[src/rtl/option_pricing_pkg.sv]
// option_pricing_pkg: shared widths, unit constant, FSM states and per-sample tags for the GBM path generator.
package option_pricing_pkg;
  localparam int PG_WIDTH = 12;
  localparam int PG_INT_LEN = 8;
  localparam int PG_FRAC = PG_WIDTH - PG_INT_LEN;
  localparam int PG_STEP_W = 9;
  localparam int PG_PATH_W = 16;
  localparam logic [PG_WIDTH-1:0] PG_ONE = PG_WIDTH'(1) << PG_FRAC;
  typedef enum logic [1:0] {IDLE, RUN, DONE} state_t;
  typedef struct packed {
    logic first;
    logic last_step;
    logic last_path;
  } tag_t;
endpackage

[src/rtl/fp_mult_sat.sv]
// fp_mult_sat: unsigned fixed-point multiply keeping the middle WIDTH bits; PATH_GEN_SAT_EN clamps overflow to all-ones.
module fp_mult_sat #(
  parameter int WIDTH = 12,
  parameter int INT_LEN = 8
) (
  input  logic [WIDTH-1:0] in1,
  input  logic [WIDTH-1:0] in2,
  output logic [WIDTH-1:0] out,
  output logic             ovf
);
  localparam int FRAC = WIDTH - INT_LEN;
`ifdef PATH_GEN_SAT_EN
  localparam bit SAT = 1'b1;
`else
  localparam bit SAT = 1'b0;
`endif
  logic [2*WIDTH-1:0] p;
  logic unused_lo;
  always_comb begin
    p = {{WIDTH{1'b0}}, in1} * {{WIDTH{1'b0}}, in2};
    ovf = |p[2*WIDTH-1:WIDTH+FRAC];
    out = (SAT && ovf) ? {WIDTH{1'b1}} : p[WIDTH+FRAC-1:FRAC];
    unused_lo = ^p[FRAC-1:0];
  end
endmodule

[src/rtl/path_gen_stream.sv]
// path_gen_stream: streaming GBM path generator S[k+1] = S[k]*(q + w*eps[k]); PATH_GEN_SAT_EN selects saturating arithmetic.
module path_gen_stream
  import option_pricing_pkg::*;
#(
  parameter int WIDTH = PG_WIDTH,
  parameter int INT_LEN = PG_INT_LEN,
  parameter int STEP_W = PG_STEP_W,
  parameter int PATH_W = PG_PATH_W
) (
  input  logic              clk,
  input  logic              rst,
  input  logic              start,
  input  logic [WIDTH-1:0]  cfg_s0,
  input  logic [WIDTH-1:0]  cfg_w,
  input  logic [WIDTH-1:0]  cfg_q,
  input  logic [STEP_W-1:0] cfg_n_steps,
  input  logic [PATH_W-1:0] cfg_n_paths,
  output logic              busy,
  output logic              done,
  input  logic              eps_valid,
  output logic              eps_ready,
  input  logic [WIDTH:0]    eps,
  output logic              out_valid,
  input  logic              out_ready,
  output logic [WIDTH-1:0]  out_price,
  output logic [STEP_W-1:0] out_step,
  output logic              out_last_step,
  output logic              out_last_path,
  output logic              ovf
);
`ifdef PATH_GEN_SAT_EN
  localparam bit SAT = 1'b1;
`else
  localparam bit SAT = 1'b0;
`endif
  state_t state_q, state_d;
  logic [WIDTH-1:0] s0_q, w_q, q_q, prod1_q, fac2_q, s3_q;
  logic [WIDTH-1:0] prod_d, fac_d, price_d;
  logic [STEP_W-1:0] n_steps_q, in_step_q, step1_q, step2_q, step3_q;
  logic [PATH_W-1:0] n_paths_q, in_path_q;
  tag_t tag1_q, tag2_q, tag3_q;
  logic v1_q, v2_q, v3_q, sign1_q, ovf_q;
  logic m1_ovf, m2_ovf, add_ovf, adv, empty_cfg, owed, hs, last_hs, last_in, accept;
  logic [WIDTH:0] sum, diff;
  fp_mult_sat #(.WIDTH(WIDTH), .INT_LEN(INT_LEN)) u_mul_vol (
    .in1(w_q), .in2(eps[WIDTH-1:0]), .out(prod_d), .ovf(m1_ovf)
  );
  // Price stage restarts from S0 on the sample tagged first, so paths can be back-to-back.
  fp_mult_sat #(.WIDTH(WIDTH), .INT_LEN(INT_LEN)) u_mul_price (
    .in1(fac2_q), .in2(tag2_q.first ? s0_q : s3_q), .out(price_d), .ovf(m2_ovf)
  );
  always_comb begin
    adv = !v3_q || out_ready;
    empty_cfg = (n_steps_q == '0) || (n_paths_q == '0);
    owed = (state_q == RUN) && !empty_cfg && (in_path_q != n_paths_q);
    eps_ready = owed && adv;
    hs = eps_valid && eps_ready;
    last_in = in_step_q == n_steps_q - STEP_W'(1);
    last_hs = v3_q && out_ready && tag3_q.last_step && tag3_q.last_path;
    accept = (state_q == IDLE) && start;
    sum = {1'b0, q_q} + {1'b0, prod1_q};
    diff = {1'b0, q_q} - {1'b0, prod1_q};
    add_ovf = sign1_q ? diff[WIDTH] : sum[WIDTH];
    fac_d = (SAT && add_ovf) ? {WIDTH{!sign1_q}} : (sign1_q ? diff[WIDTH-1:0] : sum[WIDTH-1:0]);
    state_d = accept ? RUN : (state_q == RUN) ? ((empty_cfg || last_hs) ? DONE : RUN) : IDLE;
  end
  always_ff @(posedge clk) begin
    if (rst) begin
      state_q <= IDLE;
      {s0_q, w_q, q_q, n_steps_q, n_paths_q, in_step_q, in_path_q} <= '0;
      {v1_q, prod1_q, sign1_q, tag1_q, step1_q} <= '0;
      {v2_q, fac2_q, tag2_q, step2_q} <= '0;
      {v3_q, s3_q, tag3_q, step3_q} <= '0;
      ovf_q <= 1'b0;
    end else begin
      state_q <= state_d;
      if (accept) begin
        {s0_q, w_q, q_q, n_steps_q, n_paths_q} <= {cfg_s0, cfg_w, cfg_q, cfg_n_steps, cfg_n_paths};
        in_step_q <= '0;
        in_path_q <= '0;
        ovf_q <= 1'b0;
      end else begin
        if (hs) begin
          in_step_q <= last_in ? '0 : in_step_q + STEP_W'(1);
          if (last_in) in_path_q <= in_path_q + PATH_W'(1);
        end
        ovf_q <= ovf_q || (hs && m1_ovf) || (adv && v1_q && add_ovf) || (adv && v2_q && m2_ovf);
      end
      if (adv) begin
        v1_q <= hs;
        prod1_q <= prod_d;
        sign1_q <= eps[WIDTH];
        tag1_q <= '{first: in_step_q == '0, last_step: last_in, last_path: in_path_q == n_paths_q - PATH_W'(1)};
        step1_q <= in_step_q;
        v2_q <= v1_q;
        fac2_q <= fac_d;
        tag2_q <= tag1_q;
        step2_q <= step1_q;
        v3_q <= v2_q;
        if (v2_q) begin
          s3_q <= price_d;
          tag3_q <= tag2_q;
          step3_q <= step2_q;
        end
      end
    end
  end
  assign busy = state_q == RUN;
  assign done = state_q == DONE;
  assign out_valid = v3_q;
  assign out_price = s3_q;
  assign out_step = step3_q;
  assign out_last_step = tag3_q.last_step;
  assign out_last_path = tag3_q.last_path;
  assign ovf = ovf_q;
endmodule

[config.mk]
export PLATFORM = sky130hd
export DESIGN_NAME = path_gen_stream
export DESIGN_NICKNAME = d
export VERILOG_FILES = /design/src/rtl/option_pricing_pkg.sv /design/src/rtl/fp_mult_sat.sv /design/src/rtl/path_gen_stream.sv
export SDC_FILE = /design/constraint.sdc
export NUM_CORES = 1
export LEC_CHECK = 0
export CAP_MARGIN = 20
export CORE_MARGIN = 2
export CORE_UTILIZATION = 33
export DETAILED_ROUTE_END_ITERATION = 10
export GPL_TIMING_DRIVEN = 0
export HOLD_SLACK_MARGIN = 0.05
export SLEW_MARGIN = 10
export SYNTH_ARGS = -nofsm -noshare
export SYNTH_HDL_FRONTEND = slang
export SYNTH_SLANG_ARGS = --single-unit
[constraint.sdc]
create_clock -name clk -period 6.4 [get_ports clk]
set_clock_uncertainty 0.15 [all_clocks]
set_input_delay 1.28 -clock clk [delete_from_list [all_inputs] [get_ports clk]]
set_output_delay 1.28 -clock clk [all_outputs]
set_load 0.01 [all_outputs]
==> out/metrics.yaml <==
status: "complete, no violations"
coreArea_sq_mm: 0.0512
critPathMaxFanout: 8
insertion_delay_ns: 0.46
worst_pin_slew_ns: 0.971
whs_ns: 0.304
cap_violations: 0
cts_sinks: 164
ys_ff_latch: 164
io_buffer_count: 105
grt_pass1_vias: 14500
layout.nets: 2604
ant_nets: 0
fp.dieH_um: 231
antenna_found_initial: 1
critPathKind: "in -> reg"
p_per_area_mw_per_mm2: 202
ir_worst_vdd_uv: 217
p_sw_mw: 1.63
layout-drive-gt1-share: 0.0832
initial_utilization: 0.333
syn_inst: 2014
slew_headroom: 0.351
cp_data_required_time_ns: 6.59
place_congestion: 0.887
cts_buffers: 17
die_width_um: 231
synth_compound_area_frac: 0.119
seqPwrFrac: 0.291
fin_setup_tns_ns: 0
p_int_mw: 2.52
routed_via_density: 4.91
synth_nets: 2443
synth-simple-area-share: 0.194
wirelength_um: 46500
cts.htree.levels: 4
place_hpwl_um: 37400
synth_top_family_by_area: "adder cells"
synth-xor-area-share: 0.0462
period_minus_slack_ns: 6.39
arrival_ns: 6.58
design.die.area_sq_mm: 0.0535
grt_usage: 0.177
synth-edff-count: 0
grt_start_max_net_pins: 17
mappedNetlistArea_sq_mm: 0.0171
timing.final.crit_share: 0.998
drtPass1Iterations: 5
power_mw: 4.15
cts_tree: "built"
finalMaxSlewViolations: 0
yosys-mux-area-fraction: 0.0135
cp-end-kind: "flip-flop"
synth.distinct_cells: 66
drc_errors: 0
hold_path.class: "reg -> reg"
wl_per_cell_um: 16.2
pwr-share-clk: 0.258
postSynth.asyncResetShare: 0
drtIter0Drc: 764
grt_setup_unrepaired: "true"
synth_ff_type: "dfxtp_1"
fillers: 5066
finalHoldViolations: 0
vias: 14100
grt-ovfl-total: 0
cts_root_buf: "clkbuf_16"
ioPinCount: 107
timing.fmax_mhz: 157
clk_pin_slew_ns: 0.07
clk_path_buf_depth: 2
swShare: 0.393
p_comb_frac: 0.451
setup_viol: 0
ys_seq_area_frac: 0.192
yosys.area_share.adder: 0.346
rows: 83
p_leak_nw: 9.02
area_growth_pct: 20.3
start_kind: "primary input"
n_antenna_cell: 0
syn_area_per_cell_sq_um: 8.47
grt_pass1_wl_um: 75500
holdBufCountCts: 0
ys.warnings.count: 0
stage by stage:
stage / instances / instance area [sq um] / util / setup WS, ns
2_1_floorplan: 2014 / 17200 / - / -0.110
3_3_place_gp: 2799 / 19100 / 0.372 / -1.29
6_report: 2868 / 20500 / 0.401 / 0.0105
4_1_cts: 2868 / 20500 / 0.400 / -0.00863
5_1_grt: 2868 / 20500 / 0.401 / -0.178
3_5_place_dp: 2799 / 19100 / 0.372 / -1.33
path summary, 6_finish.rpt:
check / start / to / slack, ns / cells after the start
max: eps[3] / ovf / 0.01 / 20
max reg2reg: tag2_q[2] / ovf / 0.05 / 21
min: step1_q[3] / step1_q[3] / 0.30 / 2
min reg2reg: step1_q[3] / step1_q[3] / 0.30 / 2
cell type report:
class	count	area, sq um	area share
multi-input cells	1448	12700	0.617
well taps	680	851	0.0415
repair buffers	149	1400	0.0683
plain buffers	99	611	0.0297
flip-flops and latches	164	3290	0.160
inverters	296	1110	0.0541
clock inverters	14	170	0.00829
clock buffers	18	429	0.0209
critical path, stage by stage:
cell	delay, ns
clkdlybuf4s15_2	0.22
clkbuf_8	0.17
nand2_1	0.08
fa_1	0.56
inv_1	0.05
fa_1	0.43
fa_1	0.47
fa_1	0.54
inv_1	0.05
fa_1	0.48
inv_1	0.07
ha_4	0.19
nor4_4	0.42
a21oi_4	0.11
a211oi_2	0.32
o21ai_1	0.14
a211oi_2	0.23
xnor2_1	0.10
o31a_1	0.34
or3_1	0.32
cells in the mapped netlist, drive strengths merged (7+ instances only):
cell type  count  area (sq um)
and3           8          50.1
nor2b         73           457
clkbuf        98           368
fa           202          4040
nand3         26           135
xor2          27           236
buf            8          32.5
o21ai         49           245
nand2        296          1110
and2          79           494
nor3          29           155
a21oi        108           541
nand4          9          71.3
mux2i         14           140
a21o          14           105
a22o          53           464
nor2          84           315
dfxtp        164          3280
a211oi        18           135
xnor2         63           552
o21a           9          67.6
or3           12          80.1
ha           148          1850
inv          296          1110
nor4          12          96.3
o21bai         7          52.6
nand2b        25           156
what timing repair did:
action                                 in CTS  in global routing
resized for setup                         147                  9
pin swaps                                  45                  3
endpoints found under the hold margin       0                  0
setup endpoints to repair                   1                  1
cloned                                      3                  0
setup buffers                              39                  2
registers in the layout (all words and copies together) (netlist names), 2 cells and up:
register / cells
w_q: 12
q_q: 12
tag1_q: 3
step2_q: 9
tag2_q: 3
step1_q: 9
n_steps_q: 9
prod1_q: 12
in_path_q: 16
s0_q: 12
in_step_q: 9
fac2_q: 12
out_price: 12
state_q: 2
n_paths_q: 16
out_step: 9
kinds of logic (layout without fill, tap and decap cells):
| family | after synthesis | in the layout |
|---|---|---|
| muxes | 21 | 21 |
| DFF | 164 | 164 |
| xor gates and xnor gates | 90 | 90 |
| and+or+nand+nor | 677 | 677 |
| buffers and inverters | 402 | 576 |
| adders and majority gates | 350 | 350 |
| AOI/OAI and AO/OA | 310 | 310 |
per-layer routing:
layer,GRT usage,vias up,part of all wire
met5,0,-,0
met4,0.0429,0,0.016
met3,0.0241,46,0.043
met2,0.309,329,0.49
met1,0.232,6906,0.46
li1,-,6787,-
placed cells by master (no fill, tap or decap), types with 7 or more instances in the layout:
cell / instances
a211oi_1: 13
a21o_1: 14
a21oi_1: 106
a22o_1: 53
and2_1: 77
and3_1: 8
buf_2: 7
buf_4: 39
clkbuf_1: 70
clkbuf_16: 20
clkbuf_8: 14
clkdlybuf4s50_1: 94
dfxtp_1: 163
fa_1: 197
ha_1: 139
ha_4: 7
inv_1: 295
mux2i_1: 7
nand2_1: 296
nand2b_1: 25
nand3_1: 25
nand4_1: 8
nor2_1: 83
nor2b_1: 72
nor3_1: 24
nor4_1: 8
o21a_1: 9
o21ai_0: 42
or3_1: 11
xnor2_1: 63
xor2_1: 27
power groups by stage:
stage	logic [mW]	registers, mW	clock network (mW)
after floorplan	1.26	1.20	0
after global placement	1.67	1.22	0
after detailed placement	1.70	1.23	0
after CTS	1.86	1.21	1.09
after global routing	2.09	1.22	1.13
final	1.87	1.21	1.07
No activity file was read; power rests on OpenSTA's default activity.
